===== src/rtl/fragment_writer.sv =====
// Fragment writer: bounds check, optional depth test (read/compare/write), then colour write to VRAM.
// VRAM outputs are registered and held until ack; every access is followed by a sel-low gap cycle.
module fragment_writer #(
   parameter int unsigned FB_WIDTH  = 128,
   parameter int unsigned FB_HEIGHT = 128
) (
   input  logic        clk,
   input  logic        reset_i,
   input  logic        frag_valid_i,
   output logic        frag_ready_o,
   input  logic [15:0] frag_x_i,
   input  logic [15:0] frag_y_i,
   input  logic [15:0] frag_depth_i,
   input  logic [15:0] frag_color_i,
   input  logic        is_depth_test_i,
   input  logic [31:0] back_address_i,
   input  logic [31:0] depth_address_i,
   input  logic        vram_ack_i,
   output logic        vram_sel_o,
   output logic        vram_wr_o,
   output logic [3:0]  vram_mask_o,
   output logic [31:0] vram_addr_o,
   input  logic [15:0] vram_data_in_i,
   output logic [15:0] vram_data_out_o,
   output logic        busy_o,
   output logic [31:0] written_count_o,
   output logic [31:0] rejected_count_o
);

   typedef enum logic [2:0] {
      S_IDLE,
      S_DEPTH_RD,
      S_DEPTH_WR,
      S_COLOR_WR,
      S_GAP
   } state_t;

   state_t      r_state, w_state_nxt;
   state_t      r_gap_next, w_gap_next_nxt;

   logic        r_sel, w_sel_nxt;
   logic        r_wr, w_wr_nxt;
   logic [31:0] r_addr, w_addr_nxt;
   logic [15:0] r_data, w_data_nxt;

   logic [31:0] r_depth_addr;
   logic [31:0] r_color_addr;
   logic [15:0] r_depth;
   logic [15:0] r_color;

   logic [31:0] r_written;
   logic [31:0] r_rejected;

   logic        w_load;
   logic        w_inc_written;
   logic        w_inc_rejected;
   logic        w_in_bounds;
   logic [31:0] w_offset;
   logic [31:0] w_depth_addr;
   logic [31:0] w_color_addr;

   assign w_offset     = 32'(frag_y_i) * FB_WIDTH + 32'(frag_x_i);
   assign w_in_bounds  = (32'(frag_x_i) < FB_WIDTH) && (32'(frag_y_i) < FB_HEIGHT);
   assign w_depth_addr = depth_address_i + w_offset;
   assign w_color_addr = back_address_i + w_offset;

   always_ff @(posedge clk) begin
      if (reset_i) begin
         r_state    <= S_IDLE;
         r_gap_next <= S_IDLE;
         r_sel      <= 1'b0;
         r_wr       <= 1'b0;
         r_addr     <= '0;
         r_data     <= '0;
         r_written  <= '0;
         r_rejected <= '0;
      end else begin
         r_state    <= w_state_nxt;
         r_gap_next <= w_gap_next_nxt;
         r_sel      <= w_sel_nxt;
         r_wr       <= w_wr_nxt;
         r_addr     <= w_addr_nxt;
         r_data     <= w_data_nxt;
         if (w_inc_written)  r_written  <= r_written + 32'd1;
         if (w_inc_rejected) r_rejected <= r_rejected + 32'd1;
      end
   end

   // Fragment context is only consumed after acceptance, so it needs no reset.
   always_ff @(posedge clk) begin
      if (w_load) begin
         r_depth_addr <= w_depth_addr;
         r_color_addr <= w_color_addr;
         r_depth      <= frag_depth_i;
         r_color      <= frag_color_i;
      end
   end

   always_comb begin
      w_state_nxt    = r_state;
      w_gap_next_nxt = r_gap_next;
      w_sel_nxt      = r_sel;
      w_wr_nxt       = r_wr;
      w_addr_nxt     = r_addr;
      w_data_nxt     = r_data;
      w_load         = 1'b0;
      w_inc_written  = 1'b0;
      w_inc_rejected = 1'b0;

      case (r_state)
         S_IDLE: begin
            if (frag_valid_i) begin
               if (!w_in_bounds) begin
                  w_inc_rejected = 1'b1;
               end else begin
                  w_load    = 1'b1;
                  w_sel_nxt = 1'b1;
                  if (is_depth_test_i) begin
                     w_state_nxt = S_DEPTH_RD;
                     w_wr_nxt    = 1'b0;
                     w_addr_nxt  = w_depth_addr;
                     w_data_nxt  = '0;
                  end else begin
                     w_state_nxt = S_COLOR_WR;
                     w_wr_nxt    = 1'b1;
                     w_addr_nxt  = w_color_addr;
                     w_data_nxt  = frag_color_i;
                  end
               end
            end
         end

         S_DEPTH_RD: begin
            if (vram_ack_i) begin
               w_sel_nxt   = 1'b0;
               w_wr_nxt    = 1'b0;
               w_state_nxt = S_GAP;
               // Strictly nearer fragments win; ties keep the stored depth.
               if (r_depth < vram_data_in_i) begin
                  w_gap_next_nxt = S_DEPTH_WR;
               end else begin
                  w_gap_next_nxt = S_IDLE;
                  w_inc_rejected = 1'b1;
               end
            end
         end

         S_DEPTH_WR: begin
            if (vram_ack_i) begin
               w_sel_nxt      = 1'b0;
               w_wr_nxt       = 1'b0;
               w_state_nxt    = S_GAP;
               w_gap_next_nxt = S_COLOR_WR;
            end
         end

         S_COLOR_WR: begin
            if (vram_ack_i) begin
               w_sel_nxt      = 1'b0;
               w_wr_nxt       = 1'b0;
               w_state_nxt    = S_GAP;
               w_gap_next_nxt = S_IDLE;
               w_inc_written  = 1'b1;
            end
         end

         S_GAP: begin
            w_state_nxt = r_gap_next;
            case (r_gap_next)
               S_DEPTH_WR: begin
                  w_sel_nxt  = 1'b1;
                  w_wr_nxt   = 1'b1;
                  w_addr_nxt = r_depth_addr;
                  w_data_nxt = r_depth;
               end
               S_COLOR_WR: begin
                  w_sel_nxt  = 1'b1;
                  w_wr_nxt   = 1'b1;
                  w_addr_nxt = r_color_addr;
                  w_data_nxt = r_color;
               end
               default: begin
                  w_sel_nxt = 1'b0;
               end
            endcase
         end

         default: begin
            w_state_nxt = S_IDLE;
            w_sel_nxt   = 1'b0;
            w_wr_nxt    = 1'b0;
         end
      endcase
   end

   assign frag_ready_o     = (r_state == S_IDLE);
   assign busy_o           = (r_state != S_IDLE);
   assign vram_sel_o       = r_sel;
   assign vram_wr_o        = r_wr;
   assign vram_mask_o      = 4'hF;
   assign vram_addr_o      = r_addr;
   assign vram_data_out_o  = r_data;
   assign written_count_o  = r_written;
   assign rejected_count_o = r_rejected;

endmodule


===== config.mk =====
export PLATFORM = sky130hd
export DESIGN_NAME = fragment_writer
export DESIGN_NICKNAME = d
export VERILOG_FILES = /design/src/rtl/fragment_writer.sv
export SDC_FILE = /design/constraint.sdc
export NUM_CORES = 1
export LEC_CHECK = 0
export ABC_CLOCK_PERIOD_IN_PS = 6600
export BUFFER_PORTS_ARGS = -buffer_cell sky130_fd_sc_hd__buf_2
export CAP_MARGIN = 30
export CORE_ASPECT_RATIO = 2
export CORE_UTILIZATION = 45
export DETAILED_ROUTE_END_ITERATION = 10
export GPL_ROUTABILITY_DRIVEN = 0
export HOLD_SLACK_MARGIN = 0.05
export MAX_ROUTING_LAYER = met4
export PLACE_DENSITY = 0.66
export SLEW_MARGIN = 40
export SYNTH_ARGS = -nofsm -noshare
export SYNTH_HDL_FRONTEND = slang
export SYNTH_SLANG_ARGS = --single-unit

===== constraint.sdc =====
create_clock -name clk -period 6.6 [get_ports clk]
set_input_delay 0.33 -clock clk [delete_from_list [all_inputs] [get_ports clk]]
set_output_delay 0.33 -clock clk [all_outputs]
set_load 0.01 [all_outputs]

==> results.sh <==
export IMPL_hold_ws_ps=151
export IMPL_synth_edf_count=96
export IMPL_gr_total_overflow=0
export IMPL_max_stage_delay_ps=630
export IMPL_synthSimpleGateAreaFrac_pct=20.4
export IMPL_numCtsBuffers=19
export IMPL_skew_ps=11.7
export IMPL_cellLeakagePower_nw=6.62
export IMPL_worstHoldPathCells=2
export IMPL_synth_area_per_cell_sq_um=8.92
export IMPL_clock_latency_ps=500
export IMPL_rows=88
export IMPL_syn_inst=1486
export IMPL_yosysWarnings=0
export IMPL_grt_usage_pct=27.0
export IMPL_critPathBufInv=2
export IMPL_cts_resized=0
export IMPL_worstPathCellList="buf_2 > ha_1 > inv_1 > fa_1 > nor2b_1 > o21ai_0 > a21boi_0 > o21ai_0 > a21boi_0 > o2111ai_1 > nand2_1 > xor2_1 > ha_1 > and4_1 > nand3_1 > a211oi_1 > a31oi_1 > a31oi_1 > nand4_1 > xnor2_1 > o221a_2"
export IMPL_drtPass1Iterations=5
export IMPL_wl_per_cell_microns=19.0
export IMPL_clock_sinks=215
export IMPL_via_per_inst=5.80
export IMPL_finalHoldViolCount=0
export IMPL_drt_iter0_drc=692
export IMPL_synthAdderAreaFrac_pct=7.63
export IMPL_synth_xor_xnor_area_share_pct=5.69
export IMPL_port_buffers=264
export IMPL_drive_above_1_share_pct=20.8
export IMPL_seq_power_share_pct=41.4
export IMPL_antenna_found_initial=0
export IMPL_path_class="in -> reg"
export IMPL_synth_compound_area_share_pct=19.1
export IMPL_cts_tree="built"
export IMPL_grt_pass1_wl_microns=61500
export IMPL_multiInputGateArea_sq_um=7440
export IMPL_grt_pass1_vias=11900
export IMPL_p_int_mw=2.40
export IMPL_areaGrowthSynthToFinish_pct=18.7
export IMPL_vias=12200
export IMPL_mostFrequentLayoutCell="buf_2"
export IMPL_peakVddDrop_uv=142
export IMPL_drv_slew=0
export IMPL_final_cell_mix="buf_2, nand2_1, nor2_1"
export IMPL_crit_path_max_fanout=10
export IMPL_synth_distinct_cells=80
export IMPL_timing_rr_start="r_state[2]"
export IMPL_ios=269
export IMPL_ys_async_sr_fraction_pct=0
export IMPL_outcome="finished, final reports clean"
export IMPL_setup_worst_path_start_class="input pin"
export IMPL_dp_hpwl_microns=30000
export IMPL_seqCellArea_sq_um=5270
export IMPL_r2r_end="vram_addr_o[23]"
export IMPL_tightest_slew_ps=841
export IMPL_seq_area_frac_synth_pct=39.7
export IMPL_dieArea_sq_um=30200
export IMPL_clock_path_buffers=3
export IMPL_period_share_pct=72.0
export IMPL_final_setup_viol_count=0
export IMPL_max_freq_ghz=0.211
export IMPL_cp_end_kind="flop"
export IMPL_cp_required_ps=7000
export IMPL_reg2reg_depth=8
export IMPL_synth_mux_area_share_pct=2.90
export IMPL_synth_ff_type="dfxtp_1"
export IMPL_n_fill_cell=2733
export IMPL_combPwrFrac_pct=26.4
export IMPL_synth_area_sq_um=13200
export IMPL_grt_max_degree=72
export IMPL_synth_top_family_by_area="simple AND/OR/NAND/NOR gates"
export IMPL_critPathSlowestCell="a31oi_1"
export IMPL_cpLargestDelayFamily="compound AO/OA/AOI/OAI gates"
export IMPL_wl_microns=39900
export IMPL_p_sw_mw=1.10
export IMPL_rsz0062_at_grt="false"
export IMPL_cts_root_buf="clkbuf_16"
export IMPL_period_needed_ps=4750
export IMPL_swShare_pct=31.3
export IMPL_arrival_ps=5150
export IMPL_core_area_sq_um=28800
export IMPL_drc_errors=0
export IMPL_tns_ps=0
export IMPL_r2r_slack_ps=3430
export IMPL_final_nets=1962
export IMPL_drv_max_cap_violation_count=0
export IMPL_hold_end="r_depth_addr[0]"
export IMPL_relSlewSlack_pct=43.5
export IMPL_hp_start="depth_address_i[0]"
export IMPL_htreeDepth=1
export IMPL_antennaDiodeCount=0
export IMPL_power_density_nw_per_um2=223
export IMPL_clockPowerShare_pct=32.1
export IMPL_min_path_type="in -> reg"
export IMPL_postRouteAntennaNets=0
export IMPL_path_clk_slew_ps=70
export IMPL_die_h_microns=245
export IMPL_die_w_microns=123
export IMPL_synth_ff_latch_count=215
export IMPL_start_util_pct=45.9
==> cells by family (layout without fill, tap and decap cells) <==
group,after synthesis,in the layout
AND/OR/NAND/NOR,554,554
AO/OA/AOI/OAI,374,374
other,1,4
buffers and inverters,141,398
flip-flops,215,215
XOR/XNOR,86,86
multiplexers,36,36
adder cells (fa/ha/maj),79,79
==> registers in the layout (all words and copies together) (netlist names), 3 cells and up <==
| register | flops |
|---|---|
| rejected_count_o | 32 |
| written_count_o | 32 |
| vram_data_out_o | 16 |
| r_depth | 16 |
| vram_addr_o | 32 |
| r_color_addr | 32 |
| r_state | 3 |
| r_depth_addr | 32 |
| r_color | 16 |
==> cell type report <==
| type | count | share of cell area, % |
|---|---|---|
| multi-input combinational | 1133 | 47.3 |
| sequential | 215 | 33.5 |
| timing repair buffer | 307 | 11.0 |
| clock buffer | 27 | 3.77 |
| tap | 360 | 2.87 |
| inverter | 58 | 1.40 |
| clock inverter | 6 | 0.159 |
==> worst max-delay path by stage <==
stage	startpoint	endpoint	slack (ps)	depth (start not counted)
after floorplan	frag_x_i[7]	vram_addr_o[24]	2450	21
after global placement	frag_x_i[7]	vram_addr_o[25]	1580	21
after detailed placement	frag_x_i[7]	vram_addr_o[29]	1380	21
after CTS	frag_x_i[7]	vram_addr_o[29]	1900	21
after global routing	frag_x_i[7]	vram_addr_o[29]	1590	21
final	frag_x_i[7]	vram_addr_o[29]	1850	21
==> per-stage QoR <==
stage / util [%] / power, mW / cells / worst slack [ps] / area, sq um
5_1_grt: 54.5 / 3.65 / 2106 / 1590 / 15700
3_3_place_gp: 51.2 / 2.36 / 2041 / 1580 / 14800
4_1_cts: 54.5 / 3.52 / 2106 / 1900 / 15700
3_5_place_dp: 51.2 / 2.37 / 2041 / 1380 / 14800
2_1_floorplan: - / 2.10 / 1489 / 2450 / 13300
6_report: 54.5 / 3.50 / 2106 / 1850 / 15700
==> metal layers <==
metal  wire (microns)  GRT usage (%)  up-vias  share of wire (%)
li1                 -              -     5933                  -
met4             2300           15.5        0                5.8
met5                0              -        -                  0
met2            21900           50.7      371                 55
met3             1650           2.44      126                4.1
met1            14100           26.1     5795                 35
==> cell usage after synthesis (all sizes together) (6+ instances only) <==
cell     count  area, sq um
o31ai        7         57.6
and3        25          161
o21a        15          113
and2        16          100
o311ai      13          114
mux2i       17          170
a41oi        7         68.8
nand4       28          188
buf         31          180
xor2        33          289
a31oi       18          113
o211ai      12         90.1
mux2        19          214
nand3       40          200
inv         57          214
nand2b       7         43.8
clkbuf      52          196
nor4        12         90.1
o21ai       57          285
nor3        39          200
a2111oi      6         52.6
a21boi       7         52.6
edfxtp      96         2880
a21oi      108          541
or3         13         81.3
a311oi      28          245
a21o        30          225
nor2b       31          194
xnor2       53          464
nand2      183          689
o41ai        9         78.8
dfxtp      119         2380
ha          76          951
or2         16          100
and4         8         70.1
a211oi      16          120
o221a        6         67.6
nor2       122          458
==> what timing repair did <==
action	CTS	global route
hold buffers	32	0
endpoints found under the hold margin	32	0
buffers inserted	0	0
==> power by group through the flow <==
stage	sequential [mW]	combinational [mW]	clock (mW)
finish	1.45	0.925	1.12
global placement	1.48	0.876	0
floorplan	1.47	0.629	0
global route	1.45	1.01	1.19
CTS	1.45	0.914	1.15
detailed placement	1.48	0.894	0
Power figures use the tool's default switching activity.
